$ cat src/rtl/pipeline_hazard_ctrl_pkg.sv
// Shared types and default parameters for the pipeline stall/flush sequencer.
package pipeline_ctrl_pkg;

  typedef enum logic {
    RUN    = 1'b0,
    MULDIV = 1'b1
  } state_e;

  localparam int unsigned MULDIV_LAT_DEF = 32;
  localparam int unsigned REG_W_DEF      = 5;

endpackage

$ cat src/rtl/pipeline_hazard_ctrl_if.sv
// Hazard inputs from the pipeline and stage-register controls back to it.
interface pipeline_hazard_ctrl_if
  import pipeline_ctrl_pkg::*;
#(
  parameter int unsigned REG_W = REG_W_DEF
);

  logic [REG_W-1:0] id_rs1;
  logic [REG_W-1:0] id_rs2;
  logic             id_use_rs1;
  logic             id_use_rs2;
  logic [REG_W-1:0] ex_rd;
  logic             ex_is_load;
  logic             ex_muldiv;
  logic             ex_mispredict;
  logic             imem_ready;
  logic             dmem_req;
  logic             dmem_ready;

  logic             pc_stall;
  logic             id_stall;
  logic             id_flush;
  logic             ex_stall;
  logic             ex_flush;
  logic             mem_stall;
  logic             mem_flush;
  logic             wb_flush;
  logic             muldiv_busy;
  logic             muldiv_last;
  logic [31:0]      stall_cycles;

  // Pipeline side: reports hazards, receives controls.
  modport master (
    output id_rs1, id_rs2, id_use_rs1, id_use_rs2, ex_rd, ex_is_load,
           ex_muldiv, ex_mispredict, imem_ready, dmem_req, dmem_ready,
    input  pc_stall, id_stall, id_flush, ex_stall, ex_flush, mem_stall,
           mem_flush, wb_flush, muldiv_busy, muldiv_last, stall_cycles
  );

  // Sequencer side.
  modport slave (
    input  id_rs1, id_rs2, id_use_rs1, id_use_rs2, ex_rd, ex_is_load,
           ex_muldiv, ex_mispredict, imem_ready, dmem_req, dmem_ready,
    output pc_stall, id_stall, id_flush, ex_stall, ex_flush, mem_stall,
           mem_flush, wb_flush, muldiv_busy, muldiv_last, stall_cycles
  );

endinterface

$ cat src/rtl/pipeline_hazard_ctrl_hazard_detect.sv
// Combinational load-use comparator: EX load whose destination feeds ID.
module hazard_detect #(
  parameter int unsigned REG_W = 5
) (
  input  logic [REG_W-1:0] id_rs1,
  input  logic [REG_W-1:0] id_rs2,
  input  logic             id_use_rs1,
  input  logic             id_use_rs2,
  input  logic [REG_W-1:0] ex_rd,
  input  logic             ex_is_load,
  output logic             load_use
);

  logic rs1_hit;
  logic rs2_hit;

  always_comb begin
    rs1_hit  = id_use_rs1 && (id_rs1 == ex_rd);
    rs2_hit  = id_use_rs2 && (id_rs2 == ex_rd);
    // x0 is hardwired zero, so a load to it never creates a dependency.
    load_use = ex_is_load && (ex_rd != '0) && (rs1_hit || rs2_hit);
  end

endmodule

$ cat src/rtl/pipeline_hazard_ctrl.sv
// Stall/flush sequencer for the 5-stage core: priority mux, mul/div FSM and
// stall-cycle counter.
module pipeline_hazard_ctrl
  import pipeline_ctrl_pkg::*;
#(
  parameter int unsigned MULDIV_LAT = MULDIV_LAT_DEF,
  parameter int unsigned REG_W      = REG_W_DEF
) (
  input logic                 clk,
  input logic                 rst,
  pipeline_hazard_ctrl_if.slave hz
);

  localparam int unsigned          CNT_W    = $clog2(MULDIV_LAT);
  localparam logic [CNT_W-1:0]     CNT_LOAD = CNT_W'(MULDIV_LAT - 2);

  state_e           state_q, state_d;
  logic [CNT_W-1:0] cnt_q, cnt_d;
  logic [31:0]      stall_cycles_q, stall_cycles_d;

  logic load_use;
  logic dmem_wait;

  logic pc_stall, id_stall, id_flush, ex_stall, ex_flush;
  logic mem_stall, mem_flush, wb_flush, muldiv_busy, muldiv_last;

  hazard_detect #(
    .REG_W (REG_W)
  ) u_hazard_detect (
    .id_rs1     (hz.id_rs1),
    .id_rs2     (hz.id_rs2),
    .id_use_rs1 (hz.id_use_rs1),
    .id_use_rs2 (hz.id_use_rs2),
    .ex_rd      (hz.ex_rd),
    .ex_is_load (hz.ex_is_load),
    .load_use   (load_use)
  );

  always_comb begin
    dmem_wait   = hz.dmem_req && !hz.dmem_ready;
    state_d     = state_q;
    cnt_d       = cnt_q;
    pc_stall    = 1'b0;
    id_stall    = 1'b0;
    id_flush    = 1'b0;
    ex_stall    = 1'b0;
    ex_flush    = 1'b0;
    mem_stall   = 1'b0;
    mem_flush   = 1'b0;
    wb_flush    = 1'b0;
    muldiv_last = 1'b0;
    muldiv_busy = (state_q == MULDIV);

    if (dmem_wait) begin
      // Whole pipe frozen; FSM and counter hold so mul/div time extends.
      pc_stall  = 1'b1;
      id_stall  = 1'b1;
      ex_stall  = 1'b1;
      mem_stall = 1'b1;
      wb_flush  = 1'b1;
    end else begin
      unique case (state_q)
        RUN: begin
          if (hz.ex_muldiv) begin
            pc_stall  = 1'b1;
            id_stall  = 1'b1;
            ex_stall  = 1'b1;
            mem_flush = 1'b1;
            cnt_d     = CNT_LOAD;
            state_d   = MULDIV;
          end else if (hz.ex_mispredict) begin
            id_flush = 1'b1;
            ex_flush = 1'b1;
          end else if (load_use) begin
            pc_stall = 1'b1;
            id_stall = 1'b1;
            ex_flush = 1'b1;
          end else if (!hz.imem_ready) begin
            pc_stall = 1'b1;
            id_flush = 1'b1;
          end
        end
        MULDIV: begin
          if (cnt_q != '0) begin
            pc_stall  = 1'b1;
            id_stall  = 1'b1;
            ex_stall  = 1'b1;
            mem_flush = 1'b1;
            cnt_d     = cnt_q - 1'b1;
          end else begin
            muldiv_last = 1'b1;
            state_d     = RUN;
          end
        end
        default: state_d = RUN;
      endcase
    end

    if (rst) begin
      pc_stall    = 1'b0;
      id_stall    = 1'b0;
      id_flush    = 1'b0;
      ex_stall    = 1'b0;
      ex_flush    = 1'b0;
      mem_stall   = 1'b0;
      mem_flush   = 1'b0;
      wb_flush    = 1'b0;
      muldiv_busy = 1'b0;
      muldiv_last = 1'b0;
    end

    stall_cycles_d = stall_cycles_q + {31'd0, pc_stall};
  end

  always_ff @(posedge clk) begin
    if (rst) begin
      state_q        <= RUN;
      cnt_q          <= '0;
      stall_cycles_q <= '0;
    end else begin
      state_q        <= state_d;
      cnt_q          <= cnt_d;
      stall_cycles_q <= stall_cycles_d;
    end
  end

  assign hz.pc_stall     = pc_stall;
  assign hz.id_stall     = id_stall;
  assign hz.id_flush     = id_flush;
  assign hz.ex_stall     = ex_stall;
  assign hz.ex_flush     = ex_flush;
  assign hz.mem_stall    = mem_stall;
  assign hz.mem_flush    = mem_flush;
  assign hz.wb_flush     = wb_flush;
  assign hz.muldiv_busy  = muldiv_busy;
  assign hz.muldiv_last  = muldiv_last;
  assign hz.stall_cycles = stall_cycles_q;

endmodule

$ cat src/flat_wrapper.sv
// flat-port wrapper written by rule: the top's interface ports become plain ports
module pipeline_hazard_ctrl_flat import pipeline_ctrl_pkg::*;
#(
  parameter int unsigned MULDIV_LAT = MULDIV_LAT_DEF,
  parameter int unsigned REG_W      = REG_W_DEF
)
  (clk, rst, hz_id_rs1, hz_id_rs2, hz_id_use_rs1, hz_id_use_rs2, hz_ex_rd, hz_ex_is_load, hz_ex_muldiv, hz_ex_mispredict, hz_imem_ready, hz_dmem_req, hz_dmem_ready, hz_pc_stall, hz_id_stall, hz_id_flush, hz_ex_stall, hz_ex_flush, hz_mem_stall, hz_mem_flush, hz_wb_flush, hz_muldiv_busy, hz_muldiv_last, hz_stall_cycles);
  pipeline_hazard_ctrl_if #(.REG_W(REG_W)) hz_i ();
  input logic clk;
  input logic rst;
  input wire logic [$bits(hz_i.id_rs1)-1:0] hz_id_rs1;
  input wire logic [$bits(hz_i.id_rs2)-1:0] hz_id_rs2;
  input wire logic [$bits(hz_i.id_use_rs1)-1:0] hz_id_use_rs1;
  input wire logic [$bits(hz_i.id_use_rs2)-1:0] hz_id_use_rs2;
  input wire logic [$bits(hz_i.ex_rd)-1:0] hz_ex_rd;
  input wire logic [$bits(hz_i.ex_is_load)-1:0] hz_ex_is_load;
  input wire logic [$bits(hz_i.ex_muldiv)-1:0] hz_ex_muldiv;
  input wire logic [$bits(hz_i.ex_mispredict)-1:0] hz_ex_mispredict;
  input wire logic [$bits(hz_i.imem_ready)-1:0] hz_imem_ready;
  input wire logic [$bits(hz_i.dmem_req)-1:0] hz_dmem_req;
  input wire logic [$bits(hz_i.dmem_ready)-1:0] hz_dmem_ready;
  output wire logic [$bits(hz_i.pc_stall)-1:0] hz_pc_stall;
  output wire logic [$bits(hz_i.id_stall)-1:0] hz_id_stall;
  output wire logic [$bits(hz_i.id_flush)-1:0] hz_id_flush;
  output wire logic [$bits(hz_i.ex_stall)-1:0] hz_ex_stall;
  output wire logic [$bits(hz_i.ex_flush)-1:0] hz_ex_flush;
  output wire logic [$bits(hz_i.mem_stall)-1:0] hz_mem_stall;
  output wire logic [$bits(hz_i.mem_flush)-1:0] hz_mem_flush;
  output wire logic [$bits(hz_i.wb_flush)-1:0] hz_wb_flush;
  output wire logic [$bits(hz_i.muldiv_busy)-1:0] hz_muldiv_busy;
  output wire logic [$bits(hz_i.muldiv_last)-1:0] hz_muldiv_last;
  output wire logic [$bits(hz_i.stall_cycles)-1:0] hz_stall_cycles;
  assign hz_i.id_rs1 = hz_id_rs1;
  assign hz_i.id_rs2 = hz_id_rs2;
  assign hz_i.id_use_rs1 = hz_id_use_rs1;
  assign hz_i.id_use_rs2 = hz_id_use_rs2;
  assign hz_i.ex_rd = hz_ex_rd;
  assign hz_i.ex_is_load = hz_ex_is_load;
  assign hz_i.ex_muldiv = hz_ex_muldiv;
  assign hz_i.ex_mispredict = hz_ex_mispredict;
  assign hz_i.imem_ready = hz_imem_ready;
  assign hz_i.dmem_req = hz_dmem_req;
  assign hz_i.dmem_ready = hz_dmem_ready;
  assign hz_pc_stall = hz_i.pc_stall;
  assign hz_id_stall = hz_i.id_stall;
  assign hz_id_flush = hz_i.id_flush;
  assign hz_ex_stall = hz_i.ex_stall;
  assign hz_ex_flush = hz_i.ex_flush;
  assign hz_mem_stall = hz_i.mem_stall;
  assign hz_mem_flush = hz_i.mem_flush;
  assign hz_wb_flush = hz_i.wb_flush;
  assign hz_muldiv_busy = hz_i.muldiv_busy;
  assign hz_muldiv_last = hz_i.muldiv_last;
  assign hz_stall_cycles = hz_i.stall_cycles;
  pipeline_hazard_ctrl #(.MULDIV_LAT(MULDIV_LAT), .REG_W(REG_W)) u_core (.clk(clk), .rst(rst), .hz(hz_i));
endmodule
$ cat config.mk
export PLATFORM = sky130hd
export DESIGN_NAME = pipeline_hazard_ctrl_flat
export DESIGN_NICKNAME = d
export VERILOG_FILES = /design/src/rtl/pipeline_hazard_ctrl_pkg.sv /design/src/rtl/pipeline_hazard_ctrl_if.sv /design/src/rtl/pipeline_hazard_ctrl_hazard_detect.sv /design/src/rtl/pipeline_hazard_ctrl.sv /design/src/flat_wrapper.sv
export SDC_FILE = /design/constraint.sdc
export NUM_CORES = 1
export LEC_CHECK = 0
export CAP_MARGIN = 25
export CELL_PAD_IN_SITES_DETAIL_PLACEMENT = 0
export CELL_PAD_IN_SITES_GLOBAL_PLACEMENT = 1
export CORE_MARGIN = 5
export CORE_UTILIZATION = 30
export DETAILED_ROUTE_END_ITERATION = 12
export PLACE_DENSITY_LB_ADDON = 0.1
export SYNTH_ARGS = -nofsm -noshare
export SYNTH_HDL_FRONTEND = slang
export SYNTH_SLANG_ARGS = --single-unit
export TNS_END_PERCENT = 100
$ cat constraint.sdc
create_clock -name clk -period 3.8 [get_ports clk]
set_input_delay 0.76 -clock clk [delete_from_list [all_inputs] [get_ports clk]]
set_output_delay 0.76 -clock clk [all_outputs]
set_load 0.1 [all_outputs]
### Yosys cells after proc, flatten, opt, wreduce, memory -nomap -nowiden

Index checks and enable logic that the tools add are counted.
Widths: inputs -> output; s select.

* register bits after elaboration: 38
* bits in latches: 0
* bits in writable memories: 0
* bits in read-only memories: 0
* bits of input ports: 25
* output and inout port bits: 42
* memories kept: 0

* add/subtract/negate cells: 2
* multipliers: 0
* div/mod/pow operators: 0
* order comparisons: 0
* equality and inequality tests: 4
* shifts and indexed selects: 0
* multiplexer cells: 41
* bitwise logic cells: 2
* reductions and logical operators: 10

Operators with widths (count)
* $mux 1: 35
* $add 32x1->32: 1
* $eq 5x5->1: 2
* $mux 5: 2
* $pmux 5 s2: 1
* $reduce_bool 5->1: 2
* $pmux 1 s2: 3
* $logic_and 1x1->1: 5
* $sub 5x1->5 const B: 1
* $ne 2x2->1 const B: 2
* $reduce_and 3->1: 1
* $not 1->1: 2
* $logic_not 1->1: 1
* $logic_or 1x1->1: 1

### Longest topological paths before layout

Gate-level depths: netlist of run 1.

* depth in word-level cells: 11
* depth in mapped cells: 14

### Cells and area by module

A second synthesis of run 1 with hierarchy kept.

* cell total of the unflattened synthesis: 245
* area, all modules: 2040.7 um2

By module, submodules not included
* pipeline_hazard_ctrl: instances 1, cells an instance 228, area an instance 1906.8 um2, seq. area each 760.7 um2
* hazard_detect: instances 1, cells an instance 17, area an instance 133.9 um2, seq. area each 0.0 um2

### Least setup slack after synthesis of run 1

Ideal clock, no wire load.

* path kind: reg2reg
* start point: register u_core.cnt_q[0]
* end point: register u_core.stall_cycles_q[18], in the netlist u_core.hz.stall_cycles[18]
* arrival: 5.414 ns
* required time: 3.733 ns
* setup slack: -1.680 ns
* stages on the path, launching flop included: 15
* buffers on the path: 1
* period minus slack after synthesis: 5.480 ns
* cells stage by stage: dfxtp_1 > inv_1 > ha_1 > or3b_2 > o22ai_2 > a21oi_1 > nor2_1 > o21ai_0 > ha_1 > inv_1 > nor4_4 > buf_4 > nand3_1 > xor2_1 > nor2_1

* word-level cells in the longest chain between the ends: 6

Ends and longest elaborated chain
* from (decl): RTL line pipeline_hazard_ctrl.sv:18 `logic [CNT_W-1:0] cnt_q, cnt_d;`
* from (signal assigned): RTL line pipeline_hazard_ctrl.sv:122 `cnt_q <= cnt_d;`
* $reduce_bool 5->1: RTL line pipeline_hazard_ctrl.sv:84 `if (cnt_q != '0) begin`
* $mux 1: RTL line pipeline_hazard_ctrl.sv:84
* $pmux 1 s2: RTL line pipeline_hazard_ctrl.sv:62 `unique case (state_q)`
* $mux 1: RTL line pipeline_hazard_ctrl.sv:54 `if (dmem_wait) begin`
* $mux 1: RTL line pipeline_hazard_ctrl.sv:99 `if (rst) begin`
* via hz_pc_stall: RTL line flat_wrapper.sv:22 `output wire logic [$bits(hz_i.pc_stall)-1:0] hz_pc_stall;`
* $add 32x1->32: RTL line pipeline_hazard_ctrl.sv:112 `stall_cycles_d = stall_cycles_q + {31'd0, pc_stall};`
* to (signal assigned): RTL line pipeline_hazard_ctrl.sv:123 `stall_cycles_q <= stall_cycles_d;`
* to (decl): RTL line pipeline_hazard_ctrl.sv:19 `logic [31:0] stall_cycles_q, stall_cycles_d;`

The timed path passes the listed nets, and every way through them passes these cells.
A chain may end at the register's enable or synchronous reset.

### Worst setup path after layout of run 1

* start point: input port hz_ex_rd[2]
* end point: register u_core.stall_cycles_q[31], in the netlist u_core.hz.stall_cycles[31]

* word-level cells in the longest chain between the ends: 11
* elaborated cells between the ends (all ways): 15
* those cells by class: add/sub: 1; eq/ne: 2; mux: 6; reduce/logical: 6

Ends and longest elaborated chain
* from (decl): RTL line flat_wrapper.sv:15 `input wire logic [$bits(hz_i.ex_rd)-1:0] hz_ex_rd;`
* $eq 5x5->1 (on tied branches): RTL line pipeline_hazard_ctrl_hazard_detect.sv:18, pipeline_hazard_ctrl_hazard_detect.sv:19
* $logic_and 1x1->1 (on tied branches): RTL line pipeline_hazard_ctrl_hazard_detect.sv:18, pipeline_hazard_ctrl_hazard_detect.sv:19
* $logic_or 1x1->1: RTL line pipeline_hazard_ctrl_hazard_detect.sv:21 `load_use = ex_is_load && (ex_rd != '0) && (rs1_hit || rs2_hit);`
* $logic_and 1x1->1 *: RTL line pipeline_hazard_ctrl_hazard_detect.sv:21
* $mux 1 *: RTL line pipeline_hazard_ctrl.sv:74 `end else if (load_use) begin`
* $mux 1 *: RTL line pipeline_hazard_ctrl.sv:71 `end else if (hz.ex_mispredict) begin`
* $mux 1 *: RTL line pipeline_hazard_ctrl.sv:64 `if (hz.ex_muldiv) begin`
* $pmux 1 s2 *: RTL line pipeline_hazard_ctrl.sv:62
* $mux 1 *: RTL line pipeline_hazard_ctrl.sv:54
* $mux 1 *: RTL line pipeline_hazard_ctrl.sv:99
* $add 32x1->32 *: RTL line pipeline_hazard_ctrl.sv:112

Every way passes the cells marked *; elsewhere a longest branch is shown, timed or not.

==> results of run 1 <==
-- sequential cells by signal (all words and copies together), names as in the netlist --
name                    cells
u_core.hz.stall_cycles     32
u_core.cnt_q                5
u_core.state_q              1
-- cell families after synthesis --
logic type,Yosys count
adders and majority gates,3
AOI/OAI and AO/OA,23
and+or+nand+nor,119
xor gates and xnor gates,40
buffers and inverters,14
DFF,38
-- metal layers --
metal  GRT usage, %  vias to the layer above
met1          15.25                      830
met5              0                        -
li1               -                      941
met4          3.667                        0
met2          19.77                       40
met3          3.417                        4
-- worst min path at each step --
stage                                     startpoint                         end
after floorplan                      u_core.cnt_q[0]             u_core.cnt_q[0]
after global placement    u_core.hz.stall_cycles[31]  u_core.hz.stall_cycles[31]
after detailed placement  u_core.hz.stall_cycles[31]  u_core.hz.stall_cycles[31]
after CTS                 u_core.hz.stall_cycles[31]  u_core.hz.stall_cycles[31]
after global routing      u_core.hz.stall_cycles[31]  u_core.hz.stall_cycles[31]
final                     u_core.hz.stall_cycles[31]  u_core.hz.stall_cycles[31]
-- synthesized netlist by cell type, types with 5 or more instances --
master,n,area [um2]
dfxtp_1,38,760.7
nor2b_1,5,31.28
nand4_1,12,75.07
a21oi_1,8,40.04
and3_1,6,37.54
nand3_1,14,70.07
nor4_1,5,31.28
nand2_1,15,56.30
nor2_1,45,168.9
xnor2_1,16,140.1
nor3_1,6,30.03
o21ai_0,5,25.02
xor2_1,24,210.2
clkbuf_1,8,30.03
-- final cells by class --
class,instances,area [um2]
multi-input combinational,185,1170
sequential,38,760.7
clock inverter,2,13.76
clock buffer,6,72.57
timing repair buffer,70,803.3
tap,77,96.34
inverter,4,15.01
fill,646,3418
-- power groups by stage --
stage / clock network [mW] / logic [mW] / registers [mW]
after global routing: 0.299 / 0.234 / 0.421
after global placement: 0 / 0.222 / 0.429
after detailed placement: 0 / 0.222 / 0.428
after floorplan: 0 / 0.122 / 0.447
after CTS: 0.286 / 0.223 / 0.419
final: 0.271 / 0.220 / 0.419
-- metrics by stage --
step | cell area [um2] | utilization, % | setup WS (ns) | total power, mW
floorplan | 1991 | - | 0.01368 | 0.5682
global placement | 2845 | 44.81 | 0.2328 | 0.6508
detailed placement | 2845 | 44.81 | 0.1846 | 0.6507
CTS | 2932 | 46.17 | 0.4730 | 0.9278
global route | 2932 | 46.17 | 0.1756 | 0.9540
finish | 2932 | 46.17 | 0.4716 | 0.9110
-- worst register-to-register path: cells and delay by family (launching register included) --
kind	cells	cell delay [ns]
AOI/OAI and AO/OA	4	0.60
buffers and inverters	3	0.39
adders and majority gates	2	0.46
DFF	1	0.35
and+or+nand+nor	5	1.11
==> run metrics, run 1 <==
run status=complete, no violations; r2r startpoint=u_core.cnt_q[0]; CP required=4.02 ns; DR WL/cell=between 10 and 15 um; Clk network pwr share=29.8%; commonest cells after routing, fill and taps aside=56 x clkdlybuf4s50_1, 45 x nor2_1, 38 x dfxtp_1; placed insts=374; Pleak=roughly 1.0 nW; vias in the first global route=approximately 1,800; M1 WL=between 2000 and 2500 um; Seq pwr share=between 40 and 50%; mux cell area share after synthesis=0%; post-synthesis xor/xnor area fraction=17.83%; library cells used by synthesis=33; global-route wire length before repair=8383 um; Tot GR Track Use=12.04%; commonest non-fill, non-tap cell in the layout=clkdlybuf4s50_1; DRC=0; drt first pass iters=4; Worst setup SP type=input port; critical path type=in2reg; worst reg2reg path depth=14; layout cell share with drive strength beyond 1=10.16%; Max FO, Critical Path=18; r2r setup slk=a little over 0.8 ns; Min-Delay Path Class=reg2reg; Slew headroom=around 34%; Initial Util=between 30% and 40%; syn_nets=265; slowest stage cell, crit path=clkdlybuf4s50_1; die area=8266 um2; FMAX=300.4 MHz; Worst path top cell family by delay=simple AND/OR/NAND/NOR gates; PD cells=310.8 nW/um2; final setup fails=0; cell breakdown of the critical path=clkdlybuf4s50_1 -> xnor2_1 -> nand4_1 -> o22ai_1 -> nand2_1 -> o21ai_2 -> ha_1 -> inv_1 -> nor4_4 -> buf_12 -> nand2_2 -> or3_1 -> a21oi_1; area grow syn2layout=49.24%; Worst-Margin Slew=0.9824 ns; DR top layer=met4; FF-to-FF End=u_core.hz.stall_cycles[31]; CP Depth=13; Clock Tree Buf Depth=2; post-DR vias/cell=4.751; YS warnings=0; num rows=29; Post-DRT Antenna Nets=0; pin count of the biggest net entering global routing=43; Logic pwr share=about a quarter; gpl congestion=0.7212; I/O Buffers=66; ys async rst share=0%; CTS H-tree lvls=2; hold slack=0.5019 ns; buffer and inverter count on the worst path=3; Critical Path Start=hz_ex_rd[2]; register clock-pin slew on the reported worst setup and hold paths=0.07 ns; area share of and/or/nand/nor cells after synthesis=30.96%; Post-CTS Setup Bufs=0; Avg Cell Area, Syn=8.289 um2; met2 routed WL=between 2000 and 2500 um; Internal Power=approximately 630 uW; hold_buf cts=0; Final Hold Fails=0; worst skew pair latency=0.29 ns; Root Driver=clkbuf_8; Core Footprint=between 6000 and 7000 um2; CTS tree=yes; Final Routed Wirelength=4950 um; layout net count=332; synthesized flop and latch total=38; IO Count=67; switching power=between 200 and 300 uW; period utilization=87.59%; wire length on met3=229 um; initial antenna violation count=0; DP Wirelength=around 3800 um; largest family of logic cells by synthesized area=simple AND/OR/NAND/NOR gates; Worst Path Arrival=~3.6 ns; post-synthesis compound-gate area fraction=under 10%; Num CTS Buffers=5; vias=1,815; min Tclk post-route=3.328 ns; die width=90.92 um; Layout Cells excl Fill=382; end of the critical path=u_core.hz.stall_cycles[31]; number of flops mapped to enable cells by yosys=0; Final Max Tran Viols=0; Fin Clk Skew=0.008481 ns; antenna cells=0; Starting DRT DRC Count=51; hold depth=2; Mapped Cells=roughly 240; adder-cell share of the synthesized area=between 1.5 and 2%; Max Cap Viol=0; Top FF cell, synth=dfxtp_1; Worst path max stage delay=~0.53 ns; maximum vdd ir drop=0.1964 mV; Worst Setup End Kind=register; grt ovf=0; CTS sink cnt=38; Seq/Total Area, Yosys=38.73%; RSZ-0062 raised after global routing=no; Setup TNS=0 ns; chip height=90.92 um; mapped cell area=1964 um2; switching share of power=31.29%; post_cts resized=0
No activity file was read; power rests on OpenSTA's default activity.
==> run 2, diff against run 1 <==
- CORE_MARGIN: 5 -> 10
- SYNTH_HIERARCHICAL: not set -> 1
==> run 2 against run 1 <==
Effect of this change:
- sequential power about the same
- sequential share of layout area down 1.6 points
- worst hold slack worse by 0.018 ns
- critical endpoint is now u_core/hz.stall_cycles[28]
==> run metrics, run 2 <==
run status=complete, no violations; Post-DRT Antenna Nets=0; switching share of power=29.92%; r2r setup slk=0.95 ns; Setup TNS=0 ns; Worst-Margin Slew=slightly above 1 ns; CP required=4.03 ns; Initial Util=31.42%; initial antenna violation count=0; CP Depth=13; DP Wirelength=4418 um; min Tclk post-route=3.604 ns; count leader, synth=dfxtp_1; Clk network pwr share=35.2%; final setup fails=0; Worst path max stage delay=about 0.51 ns; worst reg2reg path depth=12; Logic pwr share=between 20% and 30%; Seq pwr share=42.4%; fill cell count=648; worst skew pair latency=0.29 ns; gr busiest metal=met2; DR WL/cell=~14 um; share of the synthesized area in the top cell type=a little under two fifths; Area contributors post-synth=dfxtp_1 37%, a21oi_1 5.6%, o31ai_1 5.5%; Fin Clk Skew=0.009239 ns; Tot GR Track Use=10.83%; vias=roughly 2,000; Register Area=760.7 um2; Layout Cells excl Fill=398; antenna cells=0; end of the critical path=u_core/hz.stall_cycles[28]; met3 Usage GRT=6.815%; most frequent cell on the critical path=a21oi_1; CTS H-tree lvls=2; Root Driver=clkbuf_8; pin count of the biggest net entering global routing=24; CTS tree=yes; layout cell share with drive strength beyond 1=15.26%; FMAX=277.4 MHz; Worst setup SP type=input port; I/O Buffers=66; number of flops mapped to enable cells by yosys=0; die area=approximately 11,000 um2; library cells used by synthesis=38; gpl congestion=0.7399; Core Footprint=between 6000 and 7000 um2; PD cells=317.5 nW/um2; Top FF cell, synth=dfxtp_1; syn_nets=274; CTS sink cnt=38; Final Routed Wirelength=5714 um; Max FO, Critical Path=4; post-DR vias/cell=5.128; hold depth=2; area grow syn2layout=52.79%; post-synth top area cell=dfxtp_1; RSZ-0062 raised after global routing=no; placed cell area=2999 um2; Internal Power=between 600 and 700 uW; global-route wire length before repair=9342 um; Starting DRT DRC Count=66; Slew headroom=32.14%; switching power=296.2 uW; Worst Setup End Kind=register; maximum vdd ir drop=0.1645 mV; Post-CTS Setup Bufs=0; Clock Tree Buf Depth=2; grt ovf=0; Min-Delay Path Class=reg2reg; cell breakdown of the critical path=clkdlybuf4s50_1 -> xor2_1 -> nor4_2 -> nand3_1 -> a21oi_1 -> nand2b_1 -> a31o_4 -> ha_4 -> ha_2 -> nand4_1 -> or3_1 -> or4_1 -> a21oi_1; Mapped Cells=245; GRT met1 Usage=13.06%; die width=just over 100 um; Critical Path Start=hz_ex_rd[3]; hold_buf cts=0; Final Max Tran Viols=0; flip-flop count of the largest register after layout=32; Final Instance Area=3118 um2; Avg Cell Area, Syn=8.329 um2; buffer and inverter count on the worst path=1; Multi-input gate area=1240 um2; Seq/Total Area, Yosys=37.28%; IO Count=67; chip height=102.5 um; post_cts resized=0; slowest stage cell, crit path=or4_1; M2 GR Usage=15.36%; critical path type=in2reg; Max Cap Viol=0; FF-to-FF End=u_core/hz.stall_cycles[28]; Worst path top cell family by delay=simple AND/OR/NAND/NOR gates; ys async rst share=0%; Worst Path Arrival=3.83 ns; period utilization=94.86%; placed insts=390; synthesized flop and latch total=38; commonest non-fill, non-tap cell in the layout=clkdlybuf4s50_1; YS warnings=6; mapped cell area=2041 um2; register clock-pin slew on the reported worst setup and hold paths=0.09 ns; commonest cells after routing, fill and taps aside=56 x clkdlybuf4s50_1, 38 x dfxtp_1, 22 x a21oi_1; synth cell count leaders=38 x dfxtp_1, 23 x a21oi_1, 19 x nor2_1; drt first pass iters=5; Final Hold Fails=0; Pleak=1.033 nW; Final Power=about 1000 uW; r2r startpoint=u_core/cnt_q[0]; layout net count=349; DRC=0; vias in the first global route=1,970; Num CTS Buffers=5; num rows=29
run 2: logic make-up after synthesis:
group,after synthesis,share of synthesized area [%]
xor+xnor,21,9.013
flops,38,37.28
buf+inv,22,4.598
simple gates,102,28.82
compound gates,58,17.84
fa+ha+maj,4,2.453
run 2: metal layers:
metal	wire, um	part of all wire, %	vias to the layer above
met2	2239	39	69
met5	0	0	-
met1	2647	46	913
li1	-	-	1055
met4	65	1.1	0
met3	762	13	4
run 2: layout make-up:
class                   instances  area share (%)
repair buffers                 81           28.01
inverters                       9           1.083
clock inverters                 3           1.445
multi-input cells             185           39.77
clock buffers                   5           2.207
flip-flops and latches         38           24.40
well taps                      77           3.090
run 2: power groups by stage:
| stage | clock [mW] | combinational, mW | sequential, mW |
|---|---|---|---|
| 2_1_floorplan | 0 | 0.118 | 0.447 |
| 3_3_place_gp | 0 | 0.223 | 0.429 |
| 3_5_place_dp | 0 | 0.224 | 0.429 |
| 4_1_cts | 0.360 | 0.225 | 0.420 |
| 5_1_grt | 0.371 | 0.239 | 0.422 |
| 6_report | 0.348 | 0.222 | 0.420 |
run 2: per-stage QoR:
step                      worst slack [ns]  hold slack [ns]  util, %
after CTS                           0.1056           0.4797    47.93
final                               0.1955           0.4840    48.01
after detailed placement           -0.1896           0.4680    46.18
after global routing               0.02193           0.5340    48.01
after floorplan                   0.007560           0.4647        -
after global placement             -0.1138           0.4603    46.18
run 2: how the worst min path moves through the flow:
stage,slack (ns),from,endpoint
after floorplan,0.46,u_core/cnt_q[4],u_core/cnt_q[4]
after global placement,0.46,u_core/hz.stall_cycles[31],u_core/hz.stall_cycles[31]
after detailed placement,0.47,u_core/hz.stall_cycles[31],u_core/hz.stall_cycles[31]
after CTS,0.48,u_core/hz.stall_cycles[31],u_core/hz.stall_cycles[31]
after global routing,0.53,u_core/cnt_q[0],u_core/cnt_q[0]
final,0.48,u_core/hz.stall_cycles[31],u_core/hz.stall_cycles[31]
run 2: worst register-to-register path: stages (launching register included):
cell and delay (ns):
dfxtp_1 0.36, inv_1 0.08, ha_1 0.19, nand2b_1 0.12, o21ai_2 0.12, a21oi_4 0.22
a31o_4 0.14, ha_4 0.12, ha_2 0.17, nand4_1 0.15, or3_1 0.45, or4_1 0.51
a21oi_1 0.14
==> run 3, diff against run 2 <==
- CTS_CLUSTER_DIAMETER: not set -> 60
==> results of run 3 <==
Final layout, timing and power as in run 2 (identical DEF).
==> RTL edit 1, RTL diff (flow settings as in run 2) <==
Set the package constant `MULDIV_LAT_DEF` to 128 (it was 32).
--- a/src/rtl/pipeline_hazard_ctrl_pkg.sv
+++ b/src/rtl/pipeline_hazard_ctrl_pkg.sv
@@ -6,7 +6,7 @@
     MULDIV = 1'b1
   } state_e;
 
-  localparam int unsigned MULDIV_LAT_DEF = 32;
+  localparam int unsigned MULDIV_LAT_DEF = 128;
   localparam int unsigned REG_W_DEF      = 5;
 
 endpackage
Check against the original RTL: same outputs for any inputs over 10 cycles, from zero or initial values and one cycle with rst high; that may be too few to reach the edited logic, so the function may still have changed.
==> RTL edit 1 against run 2 <==
- power up 5.1%
- non-clock buffer count down 4
- sequential cell count up 2
- maximum frequency up 2.9%
- clock power up 8.0%
- final area up 2.8%
- setup slack better by 100 ps
- via count up 6.6%
- critical path depth down 4
- routed wire length up 10%
- die area up 7.0%
- cell count up 9.3%
- synthesized cell count up 8.2%
- synthesized area up 8.8%
==> RTL edit 1: results (changes against run 2) <==
\begin{tabular}{lr}
\hline
Metric & Value \\
\hline
\multicolumn{2}{l}{\textbf{Yosys}} \\
Async set or reset register ratio after synthesis & 0 (unchanged) \\
Top post-synthesis cells by count & 40 x dfxtp\_1, 26 x nor2\_1, 19 x a21oi\_1, 15 x o31ai\_1 \\
Synthesized Nets & 293 (+6.9\%) \\
Main area contributors after synthesis & dfxtp\_1 36\%, o31ai\_1 5.1\%, or4\_1 4.7\% \\
Register area share after synthesis & 0.361 (-0.0120) \\
Synth cell types & 43 (+13\%) \\
\multicolumn{2}{l}{\textbf{Clock network}} \\
Number of levels in the clock H-tree & 2 (unchanged) \\
Master cell of the clock root buffer & clkbuf\_8 \\
Clock slew seen by the registers of the worst setup and hold paths & 70 ps (-20 ps) \\
Worst skew pair latency & around 300 ps \\
Post-CTS Setup Inserts & 0 (unchanged) \\
\multicolumn{2}{l}{\textbf{Worst setup path}} \\
Peak fanout along the critical path & 2 (-2) \\
Minimum setup slack among reg-to-reg paths & 730 ps (-220 ps) \\
Crit Reg-Reg Endpoint & u\_core/hz.stall\_cycles[30]\$\_SDFF\_PP0\_ \\
Start point of the critical path & hz\_ex\_rd[0] \\
Critical path arrival & 2740 ps (-1090 ps) \\
Worst setup path end & hz\_pc\_stall \\
Category of cells accounting for the largest share of critical-path delay & buffers and inverters \\
Worst reg2reg startpoint & u\_core/cnt\_q[0]\$\_SDFFE\_PP0P\_ \\
\multicolumn{2}{l}{\textbf{Routing}} \\
Pre-antenna DRT Iters & 4 (-1) \\
Total Routed Length & 6290 um (+10\%) \\
Number of vias per cell & 5.00 (-2.5\%) \\
First DRT Iteration DRCs & 60 (-9.1\%) \\
\multicolumn{2}{l}{\textbf{Place}} \\
RD Place Congestion & 0.751 (+1.6\%) \\
Detailed-placement wirelength estimate & 4740 um (+7.4\%) \\
\multicolumn{2}{l}{\textbf{Final layout}} \\
Number of nets in the finished design & 363 (+4.0\%) \\
Fraction of final layout cells sized beyond drive strength 1 & 0.155 (+0.00211) \\
Max FFs per register & 32 (unchanged) \\
Filler cell count in the final layout & 746 (+15\%) \\
\multicolumn{2}{l}{\textbf{Power and ir drop}} \\
Peak VDD IR & 0.207 mV (+26\%) \\
Leakage & 1.08 nW (+4.7\%) \\
\multicolumn{2}{l}{\textbf{Global routing}} \\
Overall Global Routing Usage & 0.109 (+0.000611) \\
Initial antenna violation count & 0 (unchanged) \\
Vias in the first global route & 2088 (+6.0\%) \\
Maximum number of pins on one net before global-route repair & 42 (+75\%) \\
First-pass GRT wire length & 10400 um (+11\%) \\
\multicolumn{2}{l}{\textbf{Status}} \\
Status & completed \\
\multicolumn{2}{l}{\textbf{Min path}} \\
WHS Path Cells & 2 (unchanged) \\
\multicolumn{2}{l}{\textbf{STA}} \\
Worst clock skew on the final layout & 18.7 ps (+9.43 ps) \\
Worst slew pin tran & 992 ps (-22.5 ps) \\
\hline
\end{tabular}
[RTL edit 1: cell count changes in the layout (fill, tap and decap cells not counted), sizes merged, moves of 3 or more]
cell,run 2,this run
a21oi,23,19
nor2b,4,7
nand2,13,8
nor2,19,26
nor3,6,10
and4,4,7
mux2,0,5
[RTL edit 1: worst min path at each step]
stage | startpoint | end
2_1_floorplan | u_core/cnt_q[6]$_SDFFE_PP0P_ | u_core/cnt_q[6]$_SDFFE_PP0P_
3_3_place_gp | u_core/cnt_q[6]$_SDFFE_PP0P_ | u_core/cnt_q[6]$_SDFFE_PP0P_
3_5_place_dp | u_core/cnt_q[4]$_SDFFE_PP0P_ | u_core/cnt_q[4]$_SDFFE_PP0P_
4_1_cts | u_core/cnt_q[6]$_SDFFE_PP0P_ | u_core/cnt_q[6]$_SDFFE_PP0P_
5_1_grt | u_core/cnt_q[6]$_SDFFE_PP0P_ | u_core/cnt_q[6]$_SDFFE_PP0P_
6_report | u_core/cnt_q[6]$_SDFFE_PP0P_ | u_core/cnt_q[6]$_SDFFE_PP0P_
[RTL edit 1: per-stage QoR]
step	setup slack [ps]	cells	util	hold slack [ps]	area, um^2
finish	298	435	0.444	499	3200
global route	15.5	435	0.444	521	3200
CTS	279	435	0.444	502	3200
detailed placement	-2.53	427	0.427	485	3080
global placement	54.6	427	0.427	473	3080
floorplan	-4.49	265	-	448	2240
[RTL edit 1: final cells by class]
| cell class | instances | area (um^2) | area share |
|---|---|---|---|
| Clock buffer | 6 | 82.6 | 0.0258 |
| Multi-Input combinational cell | 202 | 1350 | 0.422 |
| Inverter | 9 | 33.8 | 0.0105 |
| Tap cell | 99 | 124 | 0.0387 |
| Sequential cell | 40 | 801 | 0.250 |
| Timing Repair Buffer | 77 | 773 | 0.241 |
| Clock inverter | 2 | 38.8 | 0.0121 |
[RTL edit 1: where the power goes]
group | total [mW] | switching (mW) | internal [mW]
registers | 0.444 | 0.0129 | 0.431
logic | 0.220 | 0.136 | 0.0837
clock network | 0.376 | 0.161 | 0.215
total | 1.04 | 0.310 | 0.730
[RTL edit 1: kinds of logic after synthesis]
logic type / Yosys count / share of synthesized area
DFF: 40 / 0.361
adders and majority gates: 3 / 0.0169
and+or+nand+nor: 122 / 0.326
xor gates and xnor gates: 21 / 0.0829
buffers and inverters: 23 / 0.0417
muxes: 5 / 0.0254
AOI/OAI and AO/OA: 51 / 0.146
[RTL edit 1: tightest hold or removal path: stages (launching register included)]
cell and delay, ps:
dfxtp_1 320, o31ai_1 70, a21oi_1 70
[RTL edit 1: metal layers]
metal / global-route usage / part of all wire
met5: 0 / 0
met4: 0.0319 / 0.0089
met3: 0.0423 / 0.061
met2: 0.188 / 0.48
met1: 0.122 / 0.45
==> RTL edit 2, RTL diff (settings of run 2) <==
Without the edit above. Make the reset (`rst`) asynchronous in one clocked block.
--- a/src/rtl/pipeline_hazard_ctrl.sv
+++ b/src/rtl/pipeline_hazard_ctrl.sv
@@ -112,7 +112,7 @@
     stall_cycles_d = stall_cycles_q + {31'd0, pc_stall};
   end
 
-  always_ff @(posedge clk) begin
+  always_ff @(posedge clk or posedge rst) begin
     if (rst) begin
       state_q        <= RUN;
       cnt_q          <= '0;
Behaviour: differs if rst is asserted again (counterexample within 4 cycles, from zero or initial values and one cycle with rst high); with rst held inactive, the same outputs for 10 cycles.
==> RTL edit 2 against run 2 <==
- sequential cell count unchanged
- synthesized area up 3.4%
- global-route usage down 0.79 points
- die area rose by 2.7%
- register-to-register slack better by 100 ps
- routed wire length decreased by 6.4%
- synthesized cell count down 19%
- final area down 3.0%
- setup slack gained 150 ps
- critical path type unchanged
- critical endpoint is now u_core/hz.stall_cycles[18]$_DFF_PP0_
- largest cell class unchanged
Power is not compared: it rests on default switching activity, and its combinational part moved more than twofold at a synthesized area within 25%.
==> RTL edit 2: results (changes against run 2) <==
\begin{tabular}{lr}
\hline
Metric & Value \\
\hline
\multicolumn{2}{l}{\textbf{Status}} \\
Status & completed \\
\multicolumn{2}{l}{\textbf{Final layout}} \\
Number of nets in the finished design & 302 (-13\%) \\
Number of cells in the finished layout apart from fillers & 370 (-7.0\%) \\
Total non-filler cell area in the finished layout & 3020 um\^{}2 (-3.0\%) \\
Fraction of final layout cells sized beyond drive strength 1 & 0.142 (-0.0103) \\
\multicolumn{2}{l}{\textbf{Yosys}} \\
Register area share after synthesis & 0.451 (+0.0780) \\
Compound-gate portion of the synthesized area & 0.0528 (-0.126) \\
Avg Inst Size Synth & 10.7 um\^{}2 (+28\%) \\
Synthesized Nets & 227 (-17\%) \\
Async set or reset register ratio after synthesis & 1.00 (+1.00) \\
Area share of fa/ha/maj cells after synthesis & 0.0237 (-0.000800) \\
Fraction of synthesized cell area in xor and xnor cells & 0.166 (+0.0759) \\
Synth Flop Type & dfrtp\_1 \\
\multicolumn{2}{l}{\textbf{Routing}} \\
Pre-antenna DRT Iters & 4 (-1) \\
Total Routed Length & 5350 um (-6.4\%) \\
Met3 wire len & 530 um (-30\%) \\
First DRT Iteration DRCs & 58 (-12\%) \\
Metal1 wirelength & 2350 um (-11\%) \\
\multicolumn{2}{l}{\textbf{Min path}} \\
Worst Hold Path EP & u\_core/hz.stall\_cycles[31]\$\_DFF\_PP0\_ \\
WHS Path Cells & 1 (-1) \\
\multicolumn{2}{l}{\textbf{Place}} \\
RD Place Congestion & 0.736 (-0.53\%) \\
Post-detailed-placement cell area & 2930 um\^{}2 (-2.4\%) \\
Detailed-placement wirelength estimate & 4150 um (-6.0\%) \\
DP Cell Count & 362 (-7.2\%) \\
\multicolumn{2}{l}{\textbf{Global routing}} \\
First-pass GRT wire length & 8980 um (-3.8\%) \\
Vias in the first global route & 1832 (-7.0\%) \\
Overall Global Routing Usage & 0.100 (-0.00795) \\
Maximum number of pins on one net before global-route repair & 39 (+63\%) \\
Met3 layer usage reported by global route & 0.0558 (-0.0124) \\
Grt met2 use & 0.153 (-0.000879) \\
\multicolumn{2}{l}{\textbf{Worst setup path}} \\
Crit Reg-Reg Endpoint & u\_core/hz.stall\_cycles[18]\$\_DFF\_PP0\_ \\
Start point of the critical path & hz\_ex\_rd[2] \\
Minimum setup slack among reg-to-reg paths & 1050 ps (+100 ps) \\
Depth of the worst register-to-register path & 10 (-2) \\
\multicolumn{2}{l}{\textbf{Power and ir drop}} \\
Power Total & between 1 and 1.5 mW \\
\multicolumn{2}{l}{\textbf{STA}} \\
Worst slew pin tran & 978 ps (-37.2 ps) \\
Worst clock skew on the final layout & 9.55 ps (+0.309 ps) \\
Hold Worst Slack & 500 ps (+16.3 ps) \\
Setup WS post-layout & 343 ps (+148 ps) \\
\hline
\end{tabular}
RTL edit 2: cell count changes after synthesis, moves of 4 or more:
cell / change
o31ai_1: -15
dfrtp_1: +38
or3_1: -5
clkbuf_1: -11
dfxtp_1: -38
nor3_1: +5
a21oi_1: -19
nor2_1: -4
a21o_1: +4
o21ai_0: -4
or4_1: -14
xor2_1: +19
RTL edit 2: logic make-up (layout without fill, tap and decap cells):
group / after synthesis / after routing
AND/OR/NAND/NOR: 86 / 86
XOR/XNOR: 40 / 40
flip-flops: 38 / 38
AO/OA/AOI/OAI: 18 / 18
buffers and inverters: 12 / 88
adder cells (fa/ha/maj): 4 / 4
RTL edit 2: layout make-up:
| class | instances | share of cell area |
|---|---|---|
| Clock buffer | 6 | 0.0273 |
| Clock inverter | 2 | 0.00414 |
| Inverter | 7 | 0.00869 |
| Multi-Input combinational cell | 148 | 0.361 |
| Sequential cell | 38 | 0.315 |
| Tap cell | 96 | 0.0397 |
| Timing Repair Buffer | 73 | 0.244 |
